$ cat src/rtl/traffic_intersection_ctrl_pkg.sv
// Shared definitions for the two-road intersection controller: FSM state
// encodings, lamp codes and the packed lamp bundle.
package traffic_intersection_ctrl_pkg;

  localparam int unsigned STATE_W = 4;

  typedef enum logic [STATE_W-1:0] {
    S_MAIN_G    = 4'd0,
    S_MAIN_Y    = 4'd1,
    S_ALLRED_A  = 4'd2,
    S_SIDE_G    = 4'd3,
    S_SIDE_Y    = 4'd4,
    S_ALLRED_B  = 4'd5,
    S_PED_WALK  = 4'd6,
    S_PED_FLASH = 4'd7,
    S_NIGHT     = 4'd8
  } state_e;

  // Vehicle lamps are {R,Y,G}, pedestrian lamp is {WALK,DONT}
  localparam logic [2:0] LAMP_RED = 3'b100;
  localparam logic [2:0] LAMP_YEL = 3'b010;
  localparam logic [2:0] LAMP_GRN = 3'b001;
  localparam logic [2:0] LAMP_OFF = 3'b000;

  localparam logic [1:0] PED_WALK = 2'b10;
  localparam logic [1:0] PED_DONT = 2'b01;
  localparam logic [1:0] PED_OFF  = 2'b00;

  typedef struct packed {
    logic [2:0] main;
    logic [2:0] side;
    logic [1:0] ped;
  } lamps_t;

  localparam lamps_t LAMPS_ALL_RED = '{main: LAMP_RED, side: LAMP_RED, ped: PED_DONT};

endpackage

$ cat src/rtl/traffic_intersection_ctrl_phase_timer.sv
// Phase duration down-counter: loaded with (duration-1) on state entry,
// done while the count reads zero.
module traffic_intersection_ctrl_phase_timer #(
  parameter int unsigned       CNT_W   = 8,
  parameter logic [CNT_W-1:0] RST_VAL = '0
) (
  input  logic             clk,
  input  logic             rst_n,
  input  logic             load,
  input  logic [CNT_W-1:0] load_val,
  output logic             done
);

  logic [CNT_W-1:0] cnt_q;
  logic [CNT_W-1:0] cnt_d;

  // Load wins; otherwise count down and park at zero
  always_comb begin
    cnt_d = cnt_q;
    if (load) begin
      cnt_d = load_val;
    end else if (cnt_q != '0) begin
      cnt_d = cnt_q - CNT_W'(1);
    end
  end

  always_ff @(posedge clk) begin
    if (!rst_n) begin
      cnt_q <= RST_VAL;
    end else begin
      cnt_q <= cnt_d;
    end
  end

  assign done = (cnt_q == '0);

endmodule

$ cat src/rtl/traffic_intersection_ctrl.sv
// Two-road intersection controller with latched pedestrian request, all-red
// clearance and flashing night mode; Moore outputs decoded from registers.
module traffic_intersection_ctrl
  import traffic_intersection_ctrl_pkg::*;
#(
  parameter int unsigned CNT_W       = 8,
  parameter int unsigned T_GREEN     = 20,
  parameter int unsigned T_YELLOW    = 4,
  parameter int unsigned T_ALLRED    = 2,
  parameter int unsigned T_PED_WALK  = 10,
  parameter int unsigned T_PED_FLASH = 6,
  parameter int unsigned FLASH_HALF  = 2
) (
  input  logic       clk,
  input  logic       rst_n,
  input  logic       ped_req,
  input  logic       night_mode,
  output logic [2:0] main_light,
  output logic [2:0] side_light,
  output logic [1:0] ped_light,
  output logic       ped_wait
);

  localparam int unsigned FLASH_W = (FLASH_HALF > 1) ? $clog2(FLASH_HALF) : 1;

  state_e             state_q;
  state_e             state_d;
  logic               state_chg;
  logic               timer_done;
  logic [CNT_W-1:0]   timer_load_val;
  logic               ped_q;
  logic               ped_d;
  logic               flash_q;
  logic               flash_d;
  logic [FLASH_W-1:0] fcnt_q;
  logic [FLASH_W-1:0] fcnt_d;
  lamps_t             lamps;

  // Cycles-minus-one spent in each state
  function automatic logic [CNT_W-1:0] dur_m1(input state_e s);
    case (s)
      S_MAIN_G, S_SIDE_G: dur_m1 = CNT_W'(T_GREEN - 1);
      S_MAIN_Y, S_SIDE_Y: dur_m1 = CNT_W'(T_YELLOW - 1);
      S_PED_WALK:         dur_m1 = CNT_W'(T_PED_WALK - 1);
      S_PED_FLASH:        dur_m1 = CNT_W'(T_PED_FLASH - 1);
      default:            dur_m1 = CNT_W'(T_ALLRED - 1);
    endcase
  endfunction

  assign state_chg      = (state_d != state_q);
  assign timer_load_val = dur_m1(state_d);

  traffic_intersection_ctrl_phase_timer #(
    .CNT_W   (CNT_W),
    .RST_VAL (CNT_W'(T_ALLRED - 1))
  ) u_timer (
    .clk      (clk),
    .rst_n    (rst_n),
    .load     (state_chg),
    .load_val (timer_load_val),
    .done     (timer_done)
  );

  always_ff @(posedge clk) begin
    if (!rst_n) begin
      state_q <= S_ALLRED_B;
    end else begin
      state_q <= state_d;
    end
  end

  // Night request is honoured only when leaving a clearance state
  always_comb begin
    state_d = state_q;
    case (state_q)
      S_MAIN_G:    if (timer_done) state_d = S_MAIN_Y;
      S_MAIN_Y:    if (timer_done) state_d = S_ALLRED_A;
      S_ALLRED_A:  if (timer_done) state_d = night_mode ? S_NIGHT : S_SIDE_G;
      S_SIDE_G:    if (timer_done) state_d = S_SIDE_Y;
      S_SIDE_Y:    if (timer_done) state_d = S_ALLRED_B;
      S_ALLRED_B: begin
        if (timer_done) begin
          if (night_mode) begin
            state_d = S_NIGHT;
          end else if (ped_q) begin
            state_d = S_PED_WALK;
          end else begin
            state_d = S_MAIN_G;
          end
        end
      end
      S_PED_WALK:  if (timer_done) state_d = S_PED_FLASH;
      S_PED_FLASH: if (timer_done) state_d = S_MAIN_G;
      S_NIGHT:     if (!night_mode) state_d = S_ALLRED_B;
      default:     state_d = S_ALLRED_B;
    endcase
  end

  // Pending request: clear on entry to PED_WALK beats a coincident press
  always_comb begin
    ped_d = ped_q | ped_req;
    if (state_chg && (state_d == S_PED_WALK)) begin
      ped_d = 1'b0;
    end
  end

  // Flash phase free-runs, restarting "on" when a flashing state is entered
  always_comb begin
    flash_d = flash_q;
    fcnt_d  = fcnt_q;
    if (state_chg && ((state_d == S_PED_FLASH) || (state_d == S_NIGHT))) begin
      flash_d = 1'b1;
      fcnt_d  = FLASH_W'(FLASH_HALF - 1);
    end else if (fcnt_q == '0) begin
      flash_d = ~flash_q;
      fcnt_d  = FLASH_W'(FLASH_HALF - 1);
    end else begin
      fcnt_d = fcnt_q - FLASH_W'(1);
    end
  end

  always_ff @(posedge clk) begin
    if (!rst_n) begin
      ped_q   <= 1'b0;
      flash_q <= 1'b1;
      fcnt_q  <= FLASH_W'(FLASH_HALF - 1);
    end else begin
      ped_q   <= ped_d;
      flash_q <= flash_d;
      fcnt_q  <= fcnt_d;
    end
  end

  // Lamp decode; every state not listed shows all-red with don't-walk
  always_comb begin
    lamps = LAMPS_ALL_RED;
    case (state_q)
      S_MAIN_G:    lamps.main = LAMP_GRN;
      S_MAIN_Y:    lamps.main = LAMP_YEL;
      S_SIDE_G:    lamps.side = LAMP_GRN;
      S_SIDE_Y:    lamps.side = LAMP_YEL;
      S_PED_WALK:  lamps.ped  = PED_WALK;
      S_PED_FLASH: lamps.ped  = flash_q ? PED_WALK : PED_OFF;
      S_NIGHT: begin
        lamps.main = flash_q ? LAMP_YEL : LAMP_OFF;
        lamps.side = flash_q ? LAMP_RED : LAMP_OFF;
        lamps.ped  = PED_OFF;
      end
      default: ;
    endcase
  end

  assign main_light = lamps.main;
  assign side_light = lamps.side;
  assign ped_light  = lamps.ped;
  assign ped_wait   = ped_q;

endmodule

$ cat config.mk
export PLATFORM = sky130hd
export DESIGN_NAME = traffic_intersection_ctrl
export DESIGN_NICKNAME = d
export VERILOG_FILES = /design/src/rtl/traffic_intersection_ctrl_pkg.sv /design/src/rtl/traffic_intersection_ctrl_phase_timer.sv /design/src/rtl/traffic_intersection_ctrl.sv
export SDC_FILE = /design/constraint.sdc
export NUM_CORES = 1
export LEC_CHECK = 0
export CORE_MARGIN = 1.5
export CORE_UTILIZATION = 34
export CTS_BUF_LIST = sky130_fd_sc_hd__clkbuf_16
export CTS_CLUSTER_SIZE = 12
export DETAILED_ROUTE_END_ITERATION = 8
export GPL_TIMING_DRIVEN = 0
export PLACE_DENSITY_LB_ADDON = 0.3
export SYNTH_ARGS = -nofsm -noshare
export SYNTH_HDL_FRONTEND = slang
export SYNTH_SLANG_ARGS = --single-unit
export TNS_END_PERCENT = 1
$ cat constraint.sdc
create_clock -name clk -period 3.3 [get_ports clk]
set_clock_uncertainty 0.2 [all_clocks]
set_input_delay 0.66 -clock clk [delete_from_list [all_inputs] [get_ports clk]]
set_output_delay 0.66 -clock clk [all_outputs]
set_load 0.02 [all_outputs]
==> impl_metrics.yaml <==
detailed_routing:
  wire_per_inst_um: 13.4
  firstDrtPassIters: 4
  drtIter0Drc: 42
  final_antenna_net_count: 0
  routed_via_density: 5.49
  drc: 0
  dr_total_vias: 934
  wl_mm: 2.28
finish:
  syn_to_final_growth_pct: 24.1
  n_antenna_cell: 0
  final_nets: 146
  fin_cells: 170
  drive_gt1_frac: 0.0935
  fin_util: 0.446
clock_network:
  cts_tree: "done"
  cts_max_path_buffers: 2
  cts_sinks: 15
  clk_pin_slew_ns: 0.04
  ctsHtreeMaxLevel: 1
  clk_latency_ns: 0.24
  numCtsBuffers: 3
  clock-root-buffer: "clkbuf_16"
power_and_ir_drop:
  p_clk_frac: 0.163
  p_switching_w: 0.000609
  ir_drop_uv: 628
  seqPwrFrac: 0.219
  sw_frac_of_total: 0.437
  p_int_w: 0.000784
  powerDensity_nw_per_um2: 1130
  p_leak_nw: 0.469
  p_comb_frac: 0.618
synthesis:
  yosys.area.top_type: "dfxtp_1"
  synthesis.nets: 129
  synth_edf_count: 0
  postSynthAreaPerCell_um2: 8.05
  synth_commonest_cells: "dfxtp_1, nor2_1, inv_1, nand2_1, a21oi_1"
  synth_cells: 123
  synth_top_area_share: 0.303
  synth_area_leaders: "dfxtp_1, xnor2_1, nor2_1"
  ys_async_sr_fraction: 0
  yosysWarnings: 0
  synth.distinct_cells: 44
  synth.most_common_cell: "dfxtp_1"
  synth_area_um2: 990
  synth-seq-cells: 15
  synth_ff_type: "dfxtp_1"
  seq_area_frac_synth: 0.303
floorplan:
  initial_core_util: 0.359
  io_pins: 13
  fp.dieH_um: 57.0
  rows: 19
  die_x_um: 57.0
  fp.coreArea_um2: 2760
  fp.dieArea_um2: 3240
timing:
  finalCriticalPeriod_ns: 3.01
  tns_ns: 0
  hold_violations: 0
  max_clock_freq_mhz: 333
  whs_ns: 0.207
  worst_slack_ns: 0.292
  tightest_slew_ns: 0.663
  finalSetupViolCount: 0
  rsz0062_at_grt: "false"
  slew_viol_final: 0
  fin_crit_sh: 0.911
  slew_headroom: 0.553
worst_setup_path:
  critPathBufInv: 3
  critPathLaunchType: "register"
  critPathSlowestCell: "clkdlybuf4s50_1"
  crit_chain: "clkbuf_2 > inv_1 > or3_1 > a211oi_1 > clkdlybuf4s50_1"
  critPathMaxFanout: 10
  critical_path_required_ns: 2.44
  crit_path_end_kind: "output pin"
  critPathKind: "reg -> out"
  crit_family: "buffers and inverters"
  max_stage_delay_ns: 0.63
  worstPathArrival_ns: 2.15
grt:
  grt_pass1_vias: 903
  grt_use_total: 0.160
  grt.overflow.total: 0
  grt_max_degree: 11
  antenna_found_initial: 0
  grt_pass1_wl_mm: 4.17
place:
  gp_congestion: 0.820
  place_ws_ns: 0.351
  place_inst: 166
  dp_hpwl_mm: 1.75
  port_buffers: 12
job:
  cap_violations: 0
hold_path:
  hold_path.class: "reg -> reg"
outcome:
  outcome: "finished, final reports clean"
[cell usage in the layout (no fill, tap or decap), types with 2 or more instances in the layout]
cell type / n
clkbuf_1: 5
a211oi_1: 3
o31ai_1: 3
or3_1: 2
xnor2_1: 5
inv_1: 9
o21a_1: 2
and3_1: 2
o21bai_1: 2
clkdlybuf4s50_1: 12
nand2b_1: 4
nor2b_1: 2
o21ai_0: 4
dfxtp_1: 15
a21oi_1: 7
nand2_1: 8
nor2_1: 11
nor3_1: 4
clkbuf_16: 3
xor2_1: 2
nand3_1: 4
mux2i_1: 2
nor4_1: 3
ha_1: 2
[power groups by stage]
stage / logic [W] / registers, W / clock network, W
after floorplan: 0.000663 / 0.000294 / 0
after global placement: 0.000839 / 0.000305 / 0
after detailed placement: 0.000854 / 0.000307 / 0
after CTS: 0.000859 / 0.000304 / 0.000232
after global routing: 0.000950 / 0.000317 / 0.000243
final: 0.000861 / 0.000304 / 0.000227
[metrics by stage]
stage	total power, W	area [um^2]
4_1_cts	0.00139	1230
3_5_place_dp	0.00116	1150
3_3_place_gp	0.00114	1150
2_1_floorplan	0.000957	990
5_1_grt	0.00151	1230
6_report	0.00139	1230
[registers in the layout, summed over array words and instances (netlist names)]
name           flops
fcnt_q             1
flash_q            1
ped_wait           1
state_q            4
u_timer.cnt_q      8
[repair_timing]
item,CTS,global route
setup endpoints to repair,0,1
hold buffers,0,0
gates resized for setup,0,2
hold endpoints to repair,0,0
setup buffers,0,0
[cell families (layout without fill, tap and decap cells)]
logic type,Yosys count,after routing,share of synthesized area
and+or+nand+nor,50,50,0.268
AOI/OAI and AO/OA,32,32,0.263
DFF,15,15,0.303
buffers and inverters,15,31,0.0581
xor gates and xnor gates,7,7,0.0619
adders and majority gates,2,2,0.0253
muxes,2,2,0.0202
[per-layer routing]
layer | wire, um | part of all wire | global-route usage
met1 | 1110 | 0.49 | 0.209
met2 | 1060 | 0.47 | 0.266
met3 | 74 | 0.032 | 0.0340
met4 | 38 | 0.017 | 0.0498
met5 | 0 | 0 | 0
[final timing paths]
kind | start | to | slack [ns] | cells past startpoint
hold / removal | fcnt_q | fcnt_q | 0.21 | 1
hold reg to reg | fcnt_q | fcnt_q | 0.21 | 1
setup reg to reg | u_timer.cnt_q[0] | ped_wait | 0.52 | 8
setup / recovery | state_q[3] | main_light[1] | 0.29 | 5
[cell type report]
| class | count | area [um^2] |
|---|---|---|
| fill | 279 | 1530 |
| multi-input combinational | 93 | 632 |
| sequential | 15 | 300 |
| timing repair buffer | 12 | 120 |
| clock buffer | 3 | 75.1 |
| tap | 31 | 38.8 |
| inverter | 8 | 30.0 |
| buffer | 7 | 28.8 |
| clock inverter | 1 | 3.75 |
Note: power is estimated with default switching activity, not from simulation.
